$ cat config.mk
export PLATFORM = sky130hd
export DESIGN_NAME = countdown_timer_flat
export DESIGN_NICKNAME = d
export VERILOG_FILES = /design/src/rtl/countdown_timer_if.sv /design/src/rtl/countdown_timer.sv /design/src/flat_wrapper.sv
export SDC_FILE = /design/constraint.sdc
export NUM_CORES = 1
export LEC_CHECK = 0
export CAP_MARGIN = 20
export CORE_MARGIN = 2
export CORE_UTILIZATION = 52
export DETAILED_ROUTE_END_ITERATION = 12
export PLACE_DENSITY_LB_ADDON = 0.3
export SYNTH_ARGS = -nofsm -noshare
export SYNTH_HDL_FRONTEND = slang
export SYNTH_SLANG_ARGS = --single-unit
$ cat constraint.sdc
create_clock -name clk -period 2.66 [get_ports clk]
set_input_delay 0.266 -clock clk [delete_from_list [all_inputs] [get_ports clk]]
set_output_delay 0.266 -clock clk [all_outputs]
set_load 0.02 [all_outputs]
$ cat src/rtl/countdown_timer_if.sv
// rtl/countdown_timer_if.sv - control strobes and status outputs of the countdown timer
interface countdown_timer_if;
  logic       load;
  logic [3:0] load_value;
  logic       start;
  logic       pause;
  logic [3:0] counter;
  logic       running;
  logic       expired;
  logic       alarm;

  modport master (
    output load, load_value, start, pause,
    input  counter, running, expired, alarm
  );

  modport slave (
    input  load, load_value, start, pause,
    output counter, running, expired, alarm
  );
endinterface

$ cat src/rtl/countdown_timer.sv
// rtl/countdown_timer.sv - 4-bit prescaled countdown timer with expiry pulse and sticky alarm
// Optional feature: COUNTDOWN_AUTO_RELOAD_EN reloads the start value on expiry instead of stopping.
module countdown_timer #(
  parameter int unsigned TICKS_PER_STEP = 50000000
) (
  input  logic             clk,
  input  logic             reset,
  countdown_timer_if.slave bus
);
  typedef enum logic [1:0] {ST_IDLE, ST_RUN, ST_PAUSED, ST_EXPIRED} state_e;

  localparam logic [31:0] TERM = 32'(TICKS_PER_STEP - 1);

  state_e      state_q, state_d;
  logic [3:0]  counter_q, counter_d;
  logic [31:0] presc_q, presc_d;
  logic        expired_q, expired_d;
`ifdef COUNTDOWN_AUTO_RELOAD_EN
  logic [3:0]  reload_q, reload_d;
`endif

  always_ff @(posedge clk) begin
    if (reset) begin
      state_q   <= ST_IDLE;
      counter_q <= 4'd0;
      presc_q   <= 32'd0;
      expired_q <= 1'b0;
`ifdef COUNTDOWN_AUTO_RELOAD_EN
      reload_q  <= 4'd0;
`endif
    end else begin
      state_q   <= state_d;
      counter_q <= counter_d;
      presc_q   <= presc_d;
      expired_q <= expired_d;
`ifdef COUNTDOWN_AUTO_RELOAD_EN
      reload_q  <= reload_d;
`endif
    end
  end

  always_comb begin
    state_d   = state_q;
    counter_d = counter_q;
    presc_d   = presc_q;
    expired_d = 1'b0;
`ifdef COUNTDOWN_AUTO_RELOAD_EN
    reload_d  = reload_q;
`endif
    if (bus.load) begin
      state_d   = ST_IDLE;
      counter_d = bus.load_value;
      presc_d   = 32'd0;
`ifdef COUNTDOWN_AUTO_RELOAD_EN
      reload_d  = bus.load_value;
`endif
    end else begin
      unique case (state_q)
        ST_IDLE: begin
          // pause on the same edge suppresses start even where pause itself does nothing
          if (bus.start && !bus.pause && counter_q != 4'd0) begin
            state_d = ST_RUN;
            presc_d = 32'd0;
          end
        end
        ST_RUN: begin
          if (bus.pause) begin
            state_d = ST_PAUSED;
          end else if (presc_q == TERM) begin
            presc_d = 32'd0;
            if (counter_q == 4'd1) begin
              expired_d = 1'b1;
`ifdef COUNTDOWN_AUTO_RELOAD_EN
              if (reload_q != 4'd0) begin
                counter_d = reload_q;
              end else begin
                counter_d = 4'd0;
                state_d   = ST_EXPIRED;
              end
`else
              counter_d = 4'd0;
              state_d   = ST_EXPIRED;
`endif
            end else if (counter_q != 4'd0) begin
              counter_d = counter_q - 4'd1;
            end
          end else begin
            presc_d = presc_q + 32'd1;
          end
        end
        ST_PAUSED: begin
          if (bus.start && !bus.pause) begin
            state_d = ST_RUN;
          end
        end
        default: begin
        end
      endcase
    end
  end

  // alarm is simply residency in EXPIRED, which only load or reset can leave
  always_comb begin
    bus.counter = counter_q;
    bus.running = (state_q == ST_RUN);
    bus.expired = expired_q;
    bus.alarm   = (state_q == ST_EXPIRED);
  end
endmodule
$ cat src/flat_wrapper.sv
// flat-port wrapper written by rule: the top's interface ports become plain ports
module countdown_timer_flat 
#(
  parameter int unsigned TICKS_PER_STEP = 50000000
)
  (clk, reset, bus_load, bus_load_value, bus_start, bus_pause, bus_counter, bus_running, bus_expired, bus_alarm);
  countdown_timer_if bus_i ();
  input  logic clk;
  input  logic reset;
  input wire logic [$bits(bus_i.load)-1:0] bus_load;
  input wire logic [$bits(bus_i.load_value)-1:0] bus_load_value;
  input wire logic [$bits(bus_i.start)-1:0] bus_start;
  input wire logic [$bits(bus_i.pause)-1:0] bus_pause;
  output wire logic [$bits(bus_i.counter)-1:0] bus_counter;
  output wire logic [$bits(bus_i.running)-1:0] bus_running;
  output wire logic [$bits(bus_i.expired)-1:0] bus_expired;
  output wire logic [$bits(bus_i.alarm)-1:0] bus_alarm;
  assign bus_i.load = bus_load;
  assign bus_i.load_value = bus_load_value;
  assign bus_i.start = bus_start;
  assign bus_i.pause = bus_pause;
  assign bus_counter = bus_i.counter;
  assign bus_running = bus_i.running;
  assign bus_expired = bus_i.expired;
  assign bus_alarm = bus_i.alarm;
  countdown_timer #(.TICKS_PER_STEP(TICKS_PER_STEP)) u_core (.clk(clk), .reset(reset), .bus(bus_i));
endmodule
==> reports/qor.yml, run 1 <==
run_status:
  outcome: "finished, final reports clean"
sta:
  drv_slew: 0
  hold_viol: 0
  max_freq_mhz: 396
  setup_tns_ns: 0
  worst-slew-pin-transition_ns: 0.503
  layout_setup_ws_ns: 0.133
  max_slew_margin_pct: 66.1
  fin_crit_sh_pct: 95.0
  clock_skew_ns: 0.00615
  rsz0062_at_grt: "false"
  finalCriticalPeriod_ns: 2.53
  setup_viol: 0
routing:
  vias_per_cell: 6.08
  vias: 2018
  wl_per_cell_um: 14.9
  wl_um: 4940
  first_iter_violations: 139
  drt_pass1_iterations: 5
  drc: 0
  detail-route-antenna-nets: 0
die:
  io_pins: 16
  dieArea_mm2: 0.00461
  die_h_um: 67.9
  core_area_mm2: 0.00397
  die_w_um: 67.9
  start_util_pct: 53.4
  row_count: 23
clock_tree:
  cts_num_sinks: 39
  root_buffer: "clkbuf_8"
  clk_pin_slew_ns: 0.07
  tritoncts: "built"
  postCtsHoldBufs: 0
  clk_latency_ns: 0.29
  post_cts_buffers: 0
  cts_buffers: 5
  htree_levels: 2
  ctsLongestPathBuffers: 2
  cts_resized: 0
synthesis:
  ys_ff_latch: 39
  ys.flop_type: "dfxtp_1"
  synthCells: 262
  synth_area_mm2: 0.00212
  yosysSeqAreaShare_pct: 36.8
  yosysUniqueCellTypes: 44
  async_reset_ff_share_pct: 0
  syn_nets: 274
  yosysWarnings: 0
  syn_avg_cell_area_um2: 8.10
  synth_edf_count: 0
final_layout:
  final_common_cell: "dfxtp_1"
  drive_above_1_share_pct: 9.93
  fin_nets: 295
  n_antenna_cell: 0
  final_cell_mix: "dfxtp_1, nor2_1, a21oi_1, clkdlybuf4s50_1"
  area_growth_pct: 15.5
  fin_area_mm2: 0.00245
  final_cells: 332
placed_design:
  place_hpwl_um: 3540
  dp_cells: 326
  placement.cell_area_mm2: 0.00238
  gp_congestion: 0.857
  dpl_worst_slack_ns: 0.161
  numPortBuffers: 15
grt:
  antenna_found_initial: 0
  grt_pass1_wl_um: 8350
  grt_usage_pct: 24.0
  grt_pass1_vias: 1800
  grt_max_degree: 24
  grt_overflow: 0
power_and_ir_drop:
  power.density_mw_per_mm2: 427
  p_clk_share_pct: 34.3
  p_sw_uw: 240
  p_comb_share_pct: 9.0
  p_int_uw: 808
  power_leakage_nw: 0.746
  sw_frac_of_total_pct: 22.9
  max-vdd-ir-drop_uv: 253
  seq_power_share_pct: 56.7
setup_path:
  end_kind: "flip-flop"
  crit_start: "u_core.bus.counter[1]$_SDFFE_PP0P_"
  path_buf_inv: 1
  worstPathRequired_ns: 2.88
  path_cells: "inv_1, ha_1, nor4b_1, or4_1, or3_4, or4b_1, a21oi_1"
  path_class: "reg2reg"
  critPathLaunchType: "flip-flop"
  arrival_ns: 2.75
  slowest_stage: "or4_1"
  cp_max_fo: 12
  r2r_start: "u_core.bus.counter[1]$_SDFFE_PP0P_"
  critPathMaxStageDelay_ns: 0.53
  path_delay_family: "simple AND/OR/NAND/NOR gates"
  reg2reg_setup_slack_ns: 0.13
flow_run:
  maxCapViolations: 0
worst_hold_path:
  holdCritPathClass: "reg2reg"
  hp-start: "u_core.presc_q[22]$_SDFFE_PP0P_"
cell usage after synthesis (3+ instances only):
| cell type | instances | share of area [%] |
|---|---|---|
| dfxtp_1 | 39 | 37 |
| nor2_1 | 31 | 5.5 |
| a21oi_1 | 20 | 4.7 |
| nand2_1 | 14 | 2.5 |
| nand3_1 | 14 | 3.3 |
| xnor2_1 | 13 | 5.4 |
| nand4_1 | 12 | 3.5 |
| nor4_1 | 11 | 3.2 |
| o21ai_0 | 11 | 2.6 |
| or3_1 | 11 | 3.2 |
| inv_1 | 9 | 1.6 |
| clkbuf_1 | 7 | 1.2 |
| or4_1 | 7 | 2.5 |
| nor3_1 | 5 | 1.2 |
| o31ai_1 | 5 | 1.8 |
| buf_2 | 4 | 0.94 |
| nor2b_1 | 4 | 1.2 |
| ha_1 | 3 | 1.8 |
| nand4b_1 | 3 | 1.2 |
| nor3b_1 | 3 | 1.1 |
| nor4b_1 | 3 | 1.2 |
| or4b_2 | 3 | 1.4 |
| xor2_1 | 3 | 1.2 |
metrics by stage:
stage / utilization, % / hold WS [ns] / total power [mW]
2_1_floorplan: - / 0.335 / 0.656
3_3_place_gp: 59.9 / 0.465 / 0.700
3_5_place_dp: 59.9 / 0.476 / 0.701
4_1_cts: 61.7 / 0.486 / 1.06
5_1_grt: 61.7 / 0.519 / 1.09
6_report: 61.7 / 0.486 / 1.05
logic make-up after synthesis:
logic type	Yosys count	share of synthesized area, %
and+or+nand+nor	135	36.7
AOI/OAI and AO/OA	46	12.9
DFF	39	36.8
buffers and inverters	21	4.30
xor gates and xnor gates	16	6.60
adders and majority gates	3	1.77
muxes	2	0.943
area by class of cell:
type	count	area, µm²
clock buffer	6	72.6
timing repair buffer	26	245
sequential	39	783
multi-input combinational	202	1250
tap	50	62.6
inverter	9	33.8
fill	378	1520
worst paths after layout:
check | end | cells after the start
worst max-delay path | u_core.presc_q[11]$_SDFFE_PP0P_ | 7
worst min register to register | u_core.presc_q[22]$_SDFFE_PP0P_ | 2
worst max register to register | u_core.presc_q[11]$_SDFFE_PP0P_ | 7
worst min-delay path | u_core.presc_q[22]$_SDFFE_PP0P_ | 2
power by group through the flow:
stage | Sequential [mW] | Clock, mW | Combinational [mW]
after CTS | 0.593 | 0.368 | 0.0946
final | 0.594 | 0.359 | 0.0948
after floorplan | 0.611 | 0 | 0.0448
after detailed placement | 0.607 | 0 | 0.0941
after global placement | 0.607 | 0 | 0.0929
after global routing | 0.594 | 0.388 | 0.103
routing by layer:
layer / vias to the layer above / wire, µm / track usage, %
met2: 50 / 2320 / 37.9
met3: 7 / 214 / 3.95
li1: 1009 / - / -
met4: 0 / 61 / 7.50
met1: 952 / 2340 / 33.6
met5: - / 0 / 0
worst register-to-register path: cells and delay by family, from the launching register on:
family	cells	cell delay, ns
flip-flops	1	0.35
buffers and inverters	1	0.06
adder cells (fa/ha/maj)	1	0.23
AO/OA/AOI/OAI	1	0.14
AND/OR/NAND/NOR	4	1.69
registers in the layout, indices dropped and copies added (netlist names):
signal,count
u_core.bus.counter,4
u_core.bus.expired,1
u_core.presc_q,32
u_core.state_q,2
Power figures use the tool's default switching activity.
==> run 2: changes to the inputs <==
CORE_UTILIZATION = 54   (was 52)
CTS_BUF_LIST = sky130_fd_sc_hd__clkbuf_4   (was unset)
==> run 2 against run 1 <==
Net effect: first-iteration DRC count up 45%; sequential share of layout area up 0.40 points; final area shrank 1.2%; maximum frequency decreased by 0.50%; register-to-register slack about the same; clock power is 14% lower; global-route usage shrank 0.41 points; combinational power decreased by 3.3%; non-clock buffer count unchanged; cell count unchanged; clock-buffer cell count unchanged; power is 5.1% lower; largest power group unchanged.
==> reports/qor.yml, run 2 (synthesized netlist as in run 1, its figures left out) <==
power_and_ir_drop:
  p_comb_share_pct: 9.2  # +0.2 points
  p_sw_uw: 251  # +4.8%
  seq_power_share_pct: 59.7  # +3.0 points
  max-vdd-ir-drop_uv: 282  # +12%
  sw_frac_of_total_pct: 25.3  # +2.4 points
  power.density_mw_per_mm2: 411  # -3.9%
  p_clk_share_pct: 31.1  # -3.2 points
  power_leakage_nw: 0.735  # -1.5%
  p_int_uw: 743  # -8.0%
setup_path:
  r2r_start: "u_core.bus.counter[1]$_SDFFE_PP0P_"
  reg2reg_setup_slack_ns: 0.12  # about the same
  worstRegToRegCells: 7  # unchanged
  end_kind: "flip-flop"
  r2r_end: "u_core.presc_q[11]$_SDFFE_PP0P_"
  arrival_ns: 2.83  # +0.08 ns
  worstPathRequired_ns: 2.95  # +0.07 ns
  critPathLaunchType: "flip-flop"
  cp_max_fo: 12  # unchanged
  crit_start: "u_core.bus.counter[1]$_SDFFE_PP0P_"
  path_class: "reg2reg"
worst_hold_path:
  hp-start: "u_core.presc_q[22]$_SDFFE_PP0P_"
  min_to: "u_core.presc_q[22]$_SDFFE_PP0P_"
  hold_depth: 2  # unchanged
  holdCritPathClass: "reg2reg"
clock_tree:
  tritoncts: "built"
  clk_pin_slew_ns: 0.12  # +0.05 ns
  ctsLongestPathBuffers: 2  # unchanged
  post_cts_buffers: 0  # unchanged
  root_buffer: "clkbuf_4"
  cts_resized: 0  # unchanged
  clk_latency_ns: 0.35  # +0.06 ns
  cts_num_sinks: 39  # unchanged
  htree_levels: 2  # unchanged
  cts_buffers: 5  # unchanged
  postCtsHoldBufs: 0  # unchanged
routing:
  first_iter_violations: 201  # +45%
  vias_per_cell: 6.04  # -0.64%
  wl_per_cell_um: 14.1  # -5.2%
  vias: 2005  # -0.64%
  wl_um: 4680  # -5.2%
  drt_pass1_iterations: 4  # -1
  drc: 0  # unchanged
  detail-route-antenna-nets: 0  # unchanged
die:
  core_area_mm2: 0.00372  # -6.4%
  dieArea_mm2: 0.00445  # -3.5%
  die_h_um: 66.7  # -1.8%
  io_pins: 16  # unchanged
  row_count: 22  # -4.3%
  die_w_um: 66.7  # -1.8%
  start_util_pct: 57.1  # +3.7 points
grt:
  grt_overflow: 0  # unchanged
  antenna_found_initial: 0  # unchanged
  grt_pass1_wl_um: 8070  # -3.4%
  grt_usage_pct: 23.6  # -0.41 points
  grt_max_degree: 20  # -17%
  grt_pass1_vias: 1809  # +0.50%
sta:
  max_slew_margin_pct: 66.9  # +0.81 points
  finalCriticalPeriod_ns: 2.54  # +0.0126 ns
  setup_viol: 0  # unchanged
  max_freq_mhz: 394  # -0.50%
  drv_slew: 0  # unchanged
  rsz0062_at_grt: "false"
  fin_crit_sh_pct: 95.5  # +0.47 points
  hold_slack_ns: 0.485  # -0.00120 ns
  worst-slew-pin-transition_ns: 0.494  # -0.00934 ns
  hold_viol: 0  # unchanged
  clock_skew_ns: 0.00829  # +0.00214 ns
  setup_tns_ns: 0  # unchanged
final_layout:
  largest_reg_flops: 32  # unchanged
  n_antenna_cell: 0  # unchanged
  fin_nets: 295  # unchanged
  fillerInstances: 338  # -11%
  area_growth_pct: 14.1
  final_common_cell: "dfxtp_1"
  final_cell_mix: "dfxtp_1, nor2_1, a21oi_1, clkdlybuf4s50_1"
  drive_above_1_share_pct: 10.9  # +0.99 points
  top_register: "u_core.presc_q"
run_status:
  outcome: "finished, final reports clean"
placed_design:
  numPortBuffers: 15  # unchanged
  place_hpwl_um: 3410  # -3.8%
  gp_congestion: 0.842  # -1.8%
flow_run:
  maxCapViolations: 0  # unchanged
==> run 2: cell types whose count changed in the layout (fill, tap and decap cells not counted), sizes merged <==
cell      previous run  this run
clkinvlp             0         1
clkinv               0         1
==> run 2: layout make-up <==
cell class / count / area (µm²) / share of cell area [%]
multi-input combinational: 202 / 1250 / 51.8
sequential: 39 / 783 / 32.4
timing repair buffer: 26 / 233 / 9.61
tap: 48 / 60.1 / 2.48
clock buffer: 6 / 45.0 / 1.86
inverter: 9 / 33.8 / 1.40
clock inverter: 2 / 12.5 / 0.517
==> run 2: per-stage QoR <==
| step | setup WS (ns) | power [mW] | std cells | cell area, µm² | util (%) |
|---|---|---|---|---|---|
| floorplan | 0.0143 | 0.656 | 262 | 2120 | - |
| global placement | 0.226 | 0.697 | 324 | 2360 | 63.6 |
| detailed placement | 0.158 | 0.698 | 324 | 2360 | 63.6 |
| CTS | 0.125 | 1.01 | 332 | 2420 | 65.2 |
| global route | 0.0157 | 1.04 | 332 | 2420 | 65.2 |
| finish | 0.121 | 0.994 | 332 | 2420 | 65.2 |
==> run 2: how the worst max path moves through the flow <==
stage	end	slack (ns)	depth (start not counted)
final	u_core.presc_q[11]$_SDFFE_PP0P_	0.12	7
after global routing	u_core.presc_q[11]$_SDFFE_PP0P_	0.02	7
after CTS	u_core.presc_q[11]$_SDFFE_PP0P_	0.12	7
after detailed placement	u_core.presc_q[11]$_SDFFE_PP0P_	0.16	7
after global placement	u_core.presc_q[11]$_SDFFE_PP0P_	0.23	7
after floorplan	u_core.presc_q[15]$_SDFFE_PP0P_	0.01	9
==> run 2: power by group through the flow <==
stage | Sequential [mW] | Combinational (mW) | Clock, mW
floorplan | 0.611 | 0.0448 | 0
global placement | 0.607 | 0.0904 | 0
detailed placement | 0.607 | 0.0910 | 0
CTS | 0.594 | 0.0913 | 0.321
global route | 0.595 | 0.0987 | 0.344
finish | 0.594 | 0.0917 | 0.309
==> run 2: layer usage <==
metal / wire length (µm) / global-route usage [%]
met5: 0 / 0
met1: 2320 / 32.0
met3: 212 / 5.07
met4: 57 / 7.14
met2: 2090 / 37.3
==> run 2: critical path, stage by stage (launching register included) <==
cell and delay [ns]:
dfxtp_2 0.37, inv_1 0.06, ha_1 0.22, nor4b_1 0.17, or4_1 0.53, or3_4 0.47, or4b_1 0.51, a21oi_1 0.14
==> run 3: changes to the inputs <==
CTS_CLUSTER_DIAMETER = 40   (was unset)
TNS_END_PERCENT = 1   (was unset)
==> results of run 3 <==
Final layout, timing and power as in run 2 (identical DEF).
